--- config.mk ---
export PLATFORM = sky130hd
export DESIGN_NAME = l1_inst_fill_responder
export DESIGN_NICKNAME = d
export VERILOG_FILES = /design/src/rtl/l1_inst_fill_responder_pkg.sv /design/src/rtl/l1_inst_fill_responder_resp_sync_fifo.sv /design/src/rtl/l1_inst_fill_responder.sv
export SDC_FILE = /design/constraint.sdc
export NUM_CORES = 1
export LEC_CHECK = 0
export ABC_AREA = 0
export ABC_CLOCK_PERIOD_IN_PS = 28500
export CORE_UTILIZATION = 57
export DETAILED_ROUTE_END_ITERATION = 8
export GPL_TIMING_DRIVEN = 0
export PLACE_DENSITY = 0.85
export SYNTH_ARGS = -nofsm -noshare
export SYNTH_HDL_FRONTEND = slang
export SYNTH_HIERARCHICAL = 1
export SYNTH_SLANG_ARGS = --single-unit
--- constraint.sdc ---
create_clock -name iCLOCK -period 28.5 [get_ports iCLOCK]
set_input_delay 5.7 -clock iCLOCK [delete_from_list [all_inputs] [get_ports iCLOCK]]
set_output_delay 5.7 -clock iCLOCK [all_outputs]
set_load 0.02 [all_outputs]
--- src/rtl/l1_inst_fill_responder_pkg.sv ---
`default_nettype none
// ============================================================================
// Module   : l1_inst_fill_responder_pkg
// Desc     : Shared processor header for the L1 instruction fill responder:
//            tag layout, MMU mode encodings and bus widths.
// Revision : 1.0 - initial release
// ============================================================================
package l1_inst_fill_responder_pkg;

  // Tag carried per accepted request through the in-order tag FIFO
  localparam int TAG_W = 1;

  // MMU mode field; physical mode bypasses translation checks
  localparam int         MMUMOD_W    = 2;
  localparam logic [1:0] MMUMOD_PHYS = 2'h0;

  // Bus widths
  localparam int ADDR_W      = 32;
  localparam int DATA_W      = 64;
  localparam int FLAGS_W     = 14;
  localparam int OUT_FLAGS_W = 2 * FLAGS_W;

  typedef struct packed {
    logic fault;
  } inst_tag_t;

  // A translated access at or beyond the limit cannot be fetched
  function automatic logic page_fault(input logic [MMUMOD_W-1:0] mode,
                                      input logic [ADDR_W-1:0]   addr,
                                      input logic [ADDR_W-1:0]   limit);
    return (mode != MMUMOD_PHYS) && (addr >= limit);
  endfunction

endpackage
`default_nettype wire

--- src/rtl/l1_inst_fill_responder_resp_sync_fifo.sv ---
`default_nettype none
// ============================================================================
// Module   : resp_sync_fifo
// Desc     : Single-clock FIFO with first-word-fall-through head, synchronous
//            clear, full/empty flags and occupancy count. DEPTH must be a
//            power of two so pointers wrap naturally.
// Revision : 1.0 - initial release
// ============================================================================
module resp_sync_fifo #(
  parameter int WIDTH = 1,
  parameter int DEPTH = 8
) (
  input  logic                     clk,
  input  logic                     rst_n,
  input  logic                     clr,
  input  logic                     push,
  input  logic [WIDTH-1:0]         push_data,
  input  logic                     pop,
  output logic [WIDTH-1:0]         head,
  output logic                     full,
  output logic                     empty,
  output logic [$clog2(DEPTH):0]   count
);

  localparam int PTR_W = $clog2(DEPTH);
  localparam int CNT_W = PTR_W + 1;

  logic [WIDTH-1:0] mem [DEPTH];
  logic [PTR_W-1:0] wr_ptr;
  logic [PTR_W-1:0] rd_ptr;
  logic [CNT_W-1:0] cnt;
  logic             do_push;
  logic             do_pop;

  assign full    = (cnt == CNT_W'(DEPTH));
  assign empty   = (cnt == '0);
  assign do_pop  = pop && !empty;
  // A push into a full FIFO is fine when the head leaves in the same cycle
  assign do_push = push && (!full || do_pop);
  assign head    = mem[rd_ptr];
  assign count   = cnt;

  // Storage write; contents need no reset since count gates visibility
  always_ff @(posedge clk) begin
    if (do_push && !clr) begin
      mem[wr_ptr] <= push_data;
    end
  end

  // Pointer and occupancy bookkeeping
  always_ff @(posedge clk or negedge rst_n) begin
    if (!rst_n) begin
      wr_ptr <= '0;
      rd_ptr <= '0;
      cnt    <= '0;
    end else if (clr) begin
      wr_ptr <= '0;
      rd_ptr <= '0;
      cnt    <= '0;
    end else begin
      if (do_push) wr_ptr <= wr_ptr + 1'b1;
      if (do_pop)  rd_ptr <= rd_ptr + 1'b1;
      case ({do_push, do_pop})
        2'b10:   cnt <= cnt + 1'b1;
        2'b01:   cnt <= cnt - 1'b1;
        default: cnt <= cnt;
      endcase
    end
  end

endmodule
`default_nettype wire

--- src/rtl/l1_inst_fill_responder.sv ---
`default_nettype none
// ============================================================================
// Module   : l1_inst_fill_responder
// Desc     : Accepts 64-bit instruction fetch requests, forwards non-faulting
//            ones to the memory backend and returns one response beat per
//            request in acceptance order. Faulting requests (translated mode,
//            address >= limit) are answered locally with a page-fault beat.
//            Optional feature macro: INST_RESP_PAGECHECK_EN enables the page
//            limit check; without it no request faults.
// Revision : 1.0 - initial release
// ============================================================================
module l1_inst_fill_responder
  import l1_inst_fill_responder_pkg::*;
#(
  parameter int P_DEPTH = 8
) (
  input  logic                   iCLOCK,
  input  logic                   inRESET,
  input  logic                   iREMOVE,
  input  logic                   iINST_REQ,
  input  logic [MMUMOD_W-1:0]    iINST_MMUMOD,
  input  logic [ADDR_W-1:0]      iINST_ADDR,
  output logic                   oINST_LOCK,
  output logic                   oINST_VALID,
  output logic                   oINST_PAGEFAULT,
  output logic [DATA_W-1:0]      oINST_DATA,
  output logic [OUT_FLAGS_W-1:0] oINST_MMU_FLAGS,
  input  logic                   iINST_BUSY,
  input  logic [ADDR_W-1:0]      iMMU_LIMIT,
  input  logic [FLAGS_W-1:0]     iMMU_FLAGS,
  output logic                   oMEM_REQ,
  output logic [ADDR_W-1:0]      oMEM_ADDR,
  input  logic                   iMEM_LOCK,
  input  logic                   iMEM_VALID,
  input  logic [DATA_W-1:0]      iMEM_DATA
);

  localparam int CNT_W = $clog2(P_DEPTH) + 1;
  localparam int SUM_W = CNT_W + 1;

  // --------------------------------------------------------------------------
  // Request side
  // --------------------------------------------------------------------------
  logic             lock;
  logic             accept;
  logic             req_fault;
  logic             mem_issue;
  logic [SUM_W-1:0] committed;
  logic             capacity_hit;

  logic [CNT_W-1:0] outstanding;
  logic [CNT_W-1:0] discard;

  // Tag FIFO
  inst_tag_t        tag_in;
  inst_tag_t        tag_head;
  logic             tag_full;
  logic             tag_empty;
  logic [CNT_W-1:0] tag_count;
  logic             tag_pop;

  // Data FIFO
  logic [DATA_W-1:0] data_head;
  logic              data_full;
  logic              data_empty;
  logic [CNT_W-1:0]  data_count;
  logic              data_push;
  logic              data_pop;

  // Output register
  logic                   out_valid;
  logic                   out_fault;
  logic [DATA_W-1:0]      out_data;
  logic [OUT_FLAGS_W-1:0] out_flags;
  logic                   consume;
  logic                   out_free;
  logic                   emit;

`ifdef INST_RESP_PAGECHECK_EN
  assign req_fault       = page_fault(iINST_MMUMOD, iINST_ADDR, iMMU_LIMIT);
  assign oINST_PAGEFAULT = out_fault;
`else
  logic unused_cfg;
  assign req_fault       = 1'b0;
  assign oINST_PAGEFAULT = 1'b0;
  assign unused_cfg      = ^{iINST_MMUMOD, iMMU_LIMIT, out_fault};
`endif

  // Every queued beat plus every beat still in flight must fit in the data FIFO
  assign committed    = {1'b0, data_count} + {1'b0, outstanding};
  assign capacity_hit = (committed >= SUM_W'(P_DEPTH));

  // Locked while flushing and until the flushed in-flight beats have drained
  assign lock       = tag_full || iMEM_LOCK || capacity_hit || iREMOVE || (discard != '0);
  assign oINST_LOCK = lock;

  assign accept    = iINST_REQ && !lock && inRESET;
  assign oMEM_REQ  = accept && !req_fault;
  assign oMEM_ADDR = iINST_ADDR;
  assign mem_issue = oMEM_REQ && !iMEM_LOCK;

  assign tag_in.fault = req_fault;

  // Backend beats belonging to flushed requests never enter the data FIFO
  assign data_push = iMEM_VALID && !iREMOVE && (discard == '0);

  // --------------------------------------------------------------------------
  // Response side
  // --------------------------------------------------------------------------
  assign consume  = out_valid && !iINST_BUSY;
  assign out_free = !out_valid || consume;
  assign emit     = !tag_empty && (tag_head.fault || !data_empty) && out_free && !iREMOVE;
  assign tag_pop  = emit;
  assign data_pop = emit && !tag_head.fault;

  assign oINST_VALID     = out_valid;
  assign oINST_DATA      = out_data;
  assign oINST_MMU_FLAGS = out_flags;

  logic unused_status;
  assign unused_status = ^{tag_count, data_full};

  resp_sync_fifo #(
    .WIDTH (TAG_W),
    .DEPTH (P_DEPTH)
  ) u_tag_fifo (
    .clk       (iCLOCK),
    .rst_n     (inRESET),
    .clr       (iREMOVE),
    .push      (accept),
    .push_data (tag_in),
    .pop       (tag_pop),
    .head      (tag_head),
    .full      (tag_full),
    .empty     (tag_empty),
    .count     (tag_count)
  );

  resp_sync_fifo #(
    .WIDTH (DATA_W),
    .DEPTH (P_DEPTH)
  ) u_data_fifo (
    .clk       (iCLOCK),
    .rst_n     (inRESET),
    .clr       (iREMOVE),
    .push      (data_push),
    .push_data (iMEM_DATA),
    .pop       (data_pop),
    .head      (data_head),
    .full      (data_full),
    .empty     (data_empty),
    .count     (data_count)
  );

  // Track backend requests in flight and how many flushed beats remain to drop
  always_ff @(posedge iCLOCK or negedge inRESET) begin
    if (!inRESET) begin
      outstanding <= '0;
      discard     <= '0;
    end else begin
      case ({mem_issue, iMEM_VALID && (outstanding != '0)})
        2'b10:   outstanding <= outstanding + 1'b1;
        2'b01:   outstanding <= outstanding - 1'b1;
        default: outstanding <= outstanding;
      endcase

      if (iREMOVE) begin
        // A beat returning in the flush cycle itself is already dropped
        discard <= (iMEM_VALID && (outstanding != '0)) ? outstanding - 1'b1 : outstanding;
      end else if (iMEM_VALID && (discard != '0)) begin
        discard <= discard - 1'b1;
      end
    end
  end

  // Output beat register: loads on emit, holds under backpressure
  always_ff @(posedge iCLOCK or negedge inRESET) begin
    if (!inRESET) begin
      out_valid <= 1'b0;
      out_fault <= 1'b0;
      out_data  <= '0;
      out_flags <= '0;
    end else if (iREMOVE) begin
      out_valid <= 1'b0;
      out_fault <= 1'b0;
      out_data  <= '0;
      out_flags <= '0;
    end else if (emit) begin
      out_valid <= 1'b1;
      out_fault <= tag_head.fault;
      out_data  <= tag_head.fault ? '0 : data_head;
      out_flags <= tag_head.fault ? '0 : {iMMU_FLAGS, iMMU_FLAGS};
    end else if (consume) begin
      out_valid <= 1'b0;
    end
  end

endmodule
`default_nettype wire

==> results.md, run 1 <==
- Global-route wire length before repair: about 82 mm
- Pins Over Slew Limit: 0
- Die width: between 200 and 250 microns
- Antenna violations before repair: 5
- Fin util: ~70%
- Crit path cell chain: clkdlybuf4s50_1, nor3_1, and4_1, clkdlybuf4s50_1
- Fill cell count: between 2,000 and 3,000
- Vias in the first global route: approximately 14,000
- Grt ovf: 0
- Post-CTS Setup Bufs: 0
- Pleak: roughly 0.010 uW
- Detail Placement HPWL: 34.6 mm
- Placer's final routability congestion estimate: about 0.80
- Setup violations, final: 0
- Mean Syn Cell Area: about 21 sq um
- Sw Pwr: approximately 390 uW
- P_int: approximately 1500 uW
- Share of layout cells above drive strength 1: between 20% and 30%
- Syn Inst Count: roughly 1,200
- Num rows: 76
- YS warnings: 6
- Die H: around 210 microns
- Critical Path Sink Type: output port
- Largest net degree at the start of global routing: 60
- Clock latency on the worst-skew pair: 0.65 ns
- Antenna-violating nets left: 0
- F_max: ~73 MHz
- CTS Buf Count: roughly 60
- Count of final hold-check violations: 0
- Worst slack at placement: 14.95 ns
- Max VDD drop: approximately 0.060 mV
- Vias per cell: 5.99
- Fin crit period: 13.61 ns
- WHS Path Cells: 1
- Critical path arrival: slightly below 8 ns
- DRC: 0
- Highest routed layer: met5
- Sw Ratio: 20.8%
- CP required: ~23 ns
- Clk sink count: about 630
- IO Count: 279
- Reg2reg path depth: 12
- Nets: roughly 1,700
- RSZ-0062 raised after global routing: false
- Pwr per Cell Area: roughly 62 mW/mm^2
- IO Port Bufs: 210
- Avg WL per Cell: about 25 microns
- DRT met1 WL: 20.8 mm
- DR vias: between 10,000 and 15,000
- Initial core utilization: between 50% and 60%
- Critical path fanouts, max: 21
- Synthesized area: 0.0248 sq mm
- Setup Skew: 0.0359 ns
- Final WS setup: 14.89 ns
- Total power: ~1900 uW
- CP most frequent cell: clkdlybuf4s50_1
- Max incr delay on CP: 0.84 ns
- HP Class: flop to flop
- Post-cts repair resize count: 0
- P&R area growth vs syn: 22.4%
- Met2 routed WL: between 20 and 30 mm
- H-tree depth: 2
- CORE AREA: approximately 0.043 sq mm
- Clock share of power: a little over two fifths
- Routed wire length: between 50 and 60 mm
- DRT Pass-1 Iters: 5
- Max-slew headroom: around 12%
- Max Root-Sink Buffers: 3
- Max Cap Viol: 0
- Root Buffer Master: clkbuf_16
- Met3 WL post-DR: between 4 and 5 mm
- Final critical-path share of the clock period: 47.7%
- Status: completed
- CTS tree: built
- Post-CTS Hold Buffers: 0
- Crit Path Class: primary input to output port
- Clock transition at the registers of the reported paths: around 0.060 ns
- DRT iter0 DRCs: 1,046
- Hold WS: ~0.50 ns
- Sequential power share: a little over half
- Fin Setup TNS: 0 ns
- CP Launch Type: primary input
- Die ar.: between 0.04 and 0.05 sq mm
- Comb power frac: approximately 4.0%
- Worst path slowest cell: clkdlybuf4s50_1
- GRT Total Usage: about a quarter
- Worst-margin pin slew: 1.33 ns
[power groups by stage]
stage | registers (uW) | clock network (uW) | logic, uW
floorplan | 1030 | 0 | 38.0
global placement | 1030 | 0 | 70.9
detailed placement | 1030 | 0 | 76.0
CTS | 1010 | 824 | 76.6
global route | 1010 | 861 | 84.5
finish | 1010 | 809 | 75.9
[routing by layer]
layer  up-vias  global-route usage, %
met5         -                      0
met4         6                   7.10
met3        96                   5.40
met2       606                   42.4
met1      6762                   32.7
li1       5574                      -
[sequential cells by signal, summed over array words and instances (netlist names)]
| signal | flops |
|---|---|
| discard | 4 |
| oINST_DATA | 64 |
| oINST_MMU_FLAGS | 14 |
| oINST_VALID | 1 |
| outstanding | 4 |
| u_data_fifo/count | 4 |
| u_data_fifo/mem | 512 |
| u_data_fifo/rd_ptr | 3 |
| u_data_fifo/wr_ptr | 3 |
| u_tag_fifo/count | 4 |
| u_tag_fifo/mem | 8 |
| u_tag_fifo/rd_ptr | 3 |
| u_tag_fifo/wr_ptr | 3 |
[critical path, delay by kind of cell]
kind | cells | cell delay (ns)
AND/OR/NAND/NOR | 2 | 0.75
buffers and inverters | 2 | 1.46
[per-stage QoR]
step	instances	area [sq um]
2_1_floorplan	1216	24800
3_3_place_gp	2011	27700
3_5_place_dp	2061	28300
4_1_cts	2177	30400
5_1_grt	2178	30400
6_report	2179	30400
[worst paths after layout]
| kind | startpoint | to | slack, ns |
|---|---|---|---|
| worst min register to register | oINST_DATA[59]$_DFFE_PN0P_ | oINST_DATA[59]$_DFFE_PN0P_ | 0.50 |
| worst min-delay path | oINST_DATA[59]$_DFFE_PN0P_ | oINST_DATA[59]$_DFFE_PN0P_ | 0.50 |
| min in group asynchronous | inRESET | oINST_MMU_FLAGS[14]$_DFFE_PN0P_ | 5.02 |
| worst max-delay path | iREMOVE | oMEM_REQ | 14.89 |
| worst max register to register | u_tag_fifo/rd_ptr[0]$_DFFE_PN0P_ | u_data_fifo/mem[2][18]$_DFFE_PP_ | 23.32 |
| max in group asynchronous | inRESET | oINST_DATA[45]$_DFFE_PN0P_ | 22.73 |
[cell type report]
type	instances	area, sq um	area share [%]
clock buffers	81	1640	5.40
clock inverters	35	407	1.34
repair buffers	260	2690	8.87
well taps	585	732	2.41
flip-flops and latches	627	18300	60.2
diodes	2	5.00	0.0165
plain buffers	104	686	2.26
multi-input cells	475	5880	19.4
inverters	10	37.5	0.124
[cell usage in the layout, fill, tap and decap left out, types with 8 or more instances in the layout]
| master | n |
|---|---|
| a21oi_1 | 14 |
| a22o_1 | 78 |
| buf_1 | 10 |
| buf_2 | 13 |
| buf_4 | 67 |
| buf_6 | 36 |
| clkbuf_1 | 33 |
| clkbuf_16 | 61 |
| clkdlybuf4s50_1 | 209 |
| clkinv_1 | 11 |
| clkinv_2 | 8 |
| conb_1 | 9 |
| dfrtp_1 | 107 |
| edfxtp_1 | 520 |
| ha_1 | 16 |
| inv_1 | 10 |
| mux2_2 | 67 |
| mux2i_1 | 9 |
| mux4_2 | 130 |
| nand2_1 | 13 |
| nor2_1 | 27 |
| nor3_1 | 9 |
| xnor2_1 | 8 |
| xor2_1 | 8 |
No activity file was read; power rests on OpenSTA's default activity.
==> inputs of run 2 (changes only) <==
- ABC_CLOCK_PERIOD_IN_PS: 28500 -> 13500
- CORE_UTILIZATION: 57 -> 56
- PLACE_DENSITY: 0.85 -> 0.84
- clock period: 28.5 -> 13.5 ns (I/O delays scaled with it)
==> results.md, run 2 (synthesized netlist as in run 1, its figures left out) <==
- Register-to-register setup slack: between 8 and 9 ns
- Nets: 1,707
- Design area: between 0.03 and 0.04 sq mm
- Global-route wire length before repair: between 80 and 90 mm
- Post-CTS Setup Bufs: 0
- Antenna-violating nets left: 0
- Die width: 213 microns
- Hold WS: about 0.50 ns
- DR vias: ~13,000
- Max-slew headroom: around a quarter
- CTS Buf Count: 60
- RSZ-0062 raised after global routing: false
- CP most frequent cell: clkdlybuf4s50_1
- Clk sink count: roughly 630
- Pins Over Slew Limit: 0
- Critical path fanouts, max: 21
- Clock transition at the registers of the reported paths: ~0.060 ns
- IO Port Bufs: 210
- Die H: around 210 microns
- Post-CTS Hold Buffers: 0
- F_max: 133 MHz
- Worst slack at placement: 5.84 ns
- Final critical-path share of the clock period: between 50 and 60%
- Die ar.: roughly 0.045 sq mm
- HP Class: flop to flop
- Clock latency on the worst-skew pair: about 0.63 ns
- Most common cell after layout, fill and taps aside: edfxtp_1
- Worst-margin pin slew: approximately 1.1 ns
- Placer's final routability congestion estimate: between 0.7 and 0.8
- Max reg flops: slightly above 500
- Crit Path Class: primary input to output port
- Setup violations, final: 0
- Critical path arrival: 4.80 ns
- CP Launch Type: primary input
- Max VDD drop: roughly 0.14 mV
- Total power: 4040 uW
- P&R area growth vs syn: 22.6%
- Vias in the first global route: approximately 14,000
- CTS tree: built
- Bufs and invs on worst path: 2
- Vias per cell: ~6
- Placed Area: about 0.028 sq mm
- Max Root-Sink Buffers: 3
- CP required: around 11 ns
- Crit path cell chain: clkdlybuf4s50_1, nor3_1, and4_1, clkdlybuf4s50_1
- Worst path top cell family by delay: buffers and inverters
- Status: completed
- Worst path slowest cell: clkdlybuf4s50_1
- Pwr per Cell Area: 133 mW/mm^2
- Post-cts repair resize count: 0
- Fin cells: ~2,200
- GRT Total Usage: between 20% and 30%
- Share of layout cells above drive strength 1: between 20% and 30%
- Fin crit period: between 7 and 8 ns
- Num rows: 76
- Most frequent cells in the layout: edfxtp_1 (520), clkdlybuf4s50_1 (209), mux4_2 (130)
- DRT iter0 DRCs: approximately 1,300
- Routed wire length: 54.6 mm
- DRC: 0
- Critical Path Sink Type: output port
- Avg WL per Cell: 25.0 microns
- Detail Placement HPWL: around 35 mm
- Root Buffer Master: clkbuf_16
- Antenna violations before repair: 9
- Grt ovf: 0
- IO Count: around 280
- Setup Skew: around 0.036 ns
- Max Cap Viol: 0
- Initial core utilization: a little under three fifths
- Largest net degree at the start of global routing: between 60 and 70
- Pleak: around 0.010 uW
- DRT Pass-1 Iters: 7
- Largest Register: u_data_fifo/mem
- H-tree depth: 2
- CORE AREA: ~0.043 sq mm
- Final WS setup: 6.00 ns
- Max incr delay on CP: roughly 0.80 ns
- Count of final hold-check violations: 0
- Placed cell count: ~2,000
run 2: routing by layer:
layer	GRT usage (%)	part of all wire, %	routed length [microns]
met3	5.05	7.6	4140
met5	0	0.097	53
met1	33.4	40	21600
met4	8.78	2.9	1600
met2	40.7	50	27100
run 2: final cells by class:
| type | count | area [sq um] |
|---|---|---|
| buffer | 104 | 686 |
| timing repair buffer | 259 | 2680 |
| fill | 2597 | 12900 |
| antenna | 5 | 12.5 |
| tap | 585 | 732 |
| inverter | 10 | 37.5 |
| clock buffer | 82 | 1700 |
| sequential | 627 | 18300 |
| multi-input combinational | 475 | 5880 |
| clock inverter | 32 | 405 |
run 2: worst paths after layout:
check	endpoint	depth (start not counted)	from
min reg2reg	oINST_DATA[60]$_DFFE_PN0P_	1	oINST_DATA[60]$_DFFE_PN0P_
max	oMEM_REQ	4	iREMOVE
min in group asynchronous	discard[2]$_DFFE_PN0P_	1	inRESET
min	oINST_DATA[60]$_DFFE_PN0P_	1	oINST_DATA[60]$_DFFE_PN0P_
max in group asynchronous	oINST_DATA[6]$_DFFE_PN0P_	2	inRESET
max reg2reg	u_data_fifo/mem[0][27]$_DFFE_PP_	12	u_tag_fifo/rd_ptr[0]$_DFFE_PN0P_
run 2: per-stage QoR:
step           utilization, %  setup TNS, ns
2_1_floorplan               -              0
3_3_place_gp             63.8        -950.45
3_5_place_dp             65.3              0
4_1_cts                  70.1              0
5_1_grt                  70.1              0
6_report                 70.2              0
run 2: worst register-to-register path, stage by stage (launching register included):
cell and delay (ns):
dfrtp_1 0.46, mux4_2 0.55, mux2_2 0.31, nor3_2 0.83, buf_2 0.55, or2b_1 0.23
o21ai_2 0.17, nor4b_2 0.66, buf_6 0.25, buf_6 0.16, buf_4 0.18, buf_4 0.19
buf_4 0.20
run 2: power by group:
group	internal (uW)	switching (uW)
combinational	75.4	82.6
clock	1020	726
sequential	2110	20.6
total	3210	829
==> inputs of run 3 (changes only) <==
- ABC_CLOCK_PERIOD_IN_PS: 13500 -> 6400
- CORE_UTILIZATION: 56 -> 51
- PLACE_DENSITY: 0.84 -> 0.8
- clock period: 13.5 -> 6.4 ns (I/O delays scaled with it)
==> results.md, run 3 (synthesized netlist as in run 1, its figures left out) <==
- Fin util: between 60% and 70%
- Most common cell after layout, fill and taps aside: edfxtp_1
- Worst path top cell family by delay: buffers and inverters
- Initial core utilization: between 50 and 60%
- Max-slew headroom: 19.7%
- Largest net degree at the start of global routing: 66
- Setup Skew: ~0.026 ns
- Root Buffer Master: clkbuf_16
- Vias in the first global route: about 13,000
- H-tree depth: 2
- Die width: 223 microns
- Post-cts repair resize count: 0
- Most frequent cells in the layout: edfxtp_1 (520), clkdlybuf4s50_1 (209), mux4_2 (130)
- CP Launch Type: primary input
- Grt ovf: 0
- Nets: ~1,700
- Max Cap Viol: 0
- CORE AREA: between 0.04 and 0.05 sq mm
- Fill cell count: approximately 3,200
- DRT met1 WL: 22.2 mm
- GRT Total Usage: 22.3%
- Avg WL per Cell: 24.4 microns
- DRC: 0
- Antenna violations before repair: 7
- Hold WS: 0.500 ns
- Crit path cell chain: clkdlybuf4s50_1, a211o_1, nor3_2, buf_2, or2b_1, o211ai_1, nor4_4, buf_6, buf_8, buf_6, buf_6
- Met3 WL post-DR: just under 4 mm
- Final critical-path share of the clock period: a little over four fifths
- HP Class: flop to flop
- Pins Over Slew Limit: 0
- Post-CTS Setup Bufs: 0
- CP most frequent cell: buf_6
- Share of layout cells above drive strength 1: approximately 28%
- Critical Path Sink Type: flop
- CTS tree: built
- IO Count: 279
- Detail Placement HPWL: about 34 mm
- Status: completed
- Highest routed layer: met5
- Vias per cell: 5.84
- Setup violations, final: 0
- Worst-margin pin slew: approximately 1.2 ns
- P&R area growth vs syn: 22.5%
- Clock transition at the registers of the reported paths: 0.06 ns
- Worst path slowest cell: clkdlybuf4s50_1
- Pwr per Cell Area: ~280 mW/mm^2
- CTS Buf Count: 60
- Die H: about 220 microns
- Num rows: 80
- Routed wire length: about 54 mm
- Global-route wire length before repair: around 80 mm
- Max VDD drop: around 0.22 mV
- Post-CTS Hold Buffers: 0
- DRT iter0 DRCs: 872
- Max incr delay on CP: roughly 0.78 ns
- Max Root-Sink Buffers: 3
- IO Port Bufs: between 200 and 250
- Placer's final routability congestion estimate: between 0.7 and 0.8
- CP required: just under 7 ns
- Bufs and invs on worst path: 6
- Critical path arrival: between 5 and 6 ns
- RSZ-0062 raised after global routing: false
- Fin Setup TNS: 0 ns
- F_max: 184 MHz
- Crit Path Class: primary input to flop
- Antenna-violating nets left: 0
- DR vias: approximately 13,000
- Met2 routed WL: around 27 mm
- Die ar.: approximately 0.050 sq mm
- Clk sink count: between 600 and 700
- Fin crit period: 5.44 ns
- Pleak: between 0.01 and 0.015 uW
- DRT Pass-1 Iters: 5
- Largest Register: u_data_fifo/mem
- Max reg flops: 512
- Critical path fanouts, max: 21
- Clock latency on the worst-skew pair: 0.64 ns
- Count of final hold-check violations: 0
run 3: stage by stage:
step           total power (uW)  setup WS [ns]  cells  instance area, sq um
3_3_place_gp               4900          -7.14   2041                 27700
6_report                   8380          0.962   2206                 30400
5_1_grt                    8640          0.612   2203                 30400
3_5_place_dp               4920          0.274   2085                 28400
2_1_floorplan              4750         -0.960   1216                 24900
4_1_cts                    8450          0.869   2199                 30400
run 3: where the power goes:
part / total [uW] / switching [uW] / internal [uW]
logic: 337 / 176 / 160
registers: 4500 / 43.3 / 4460
clock network: 3540 / 1520 / 2020
total: 8370 / 1740 / 6640
run 3: cell type report:
cell class,count,area [sq um],share of cell area (%)
buffer,104,686,2.26
sequential,627,18300,60.2
timing repair buffer,254,2690,8.84
clock buffer,81,1690,5.57
multi-input combinational,475,5900,19.4
antenna,7,17.5,0.0576
clock inverter,33,314,1.03
tap,615,769,2.53
inverter,10,37.5,0.123
run 3: final timing paths:
check	start	endpoint	slack (ns)	cells past startpoint
hold reg to reg	oINST_DATA[11]$_DFFE_PN0P_	oINST_DATA[11]$_DFFE_PN0P_	0.50	1
max in group asynchronous	inRESET	oINST_DATA[7]$_DFFE_PN0P_	5.05	2
setup reg to reg	u_tag_fifo/rd_ptr[0]$_DFFE_PN0P_	u_data_fifo/mem[2][16]$_DFFE_PP_	1.54	11
setup / recovery	iREMOVE	u_data_fifo/mem[2][16]$_DFFE_PP_	0.96	11
hold / removal	oINST_DATA[11]$_DFFE_PN0P_	oINST_DATA[11]$_DFFE_PN0P_	0.50	1
min in group asynchronous	inRESET	discard[3]$_DFFE_PN0P_	0.62	1
run 3: layer usage:
layer | vias to the layer above | GRT usage (%)
met3 | 79 | 4.63
met2 | 512 | 36.7
met1 | 6748 | 30.2
li1 | 5543 | -
met5 | - | 0
met4 | 4 | 6.30
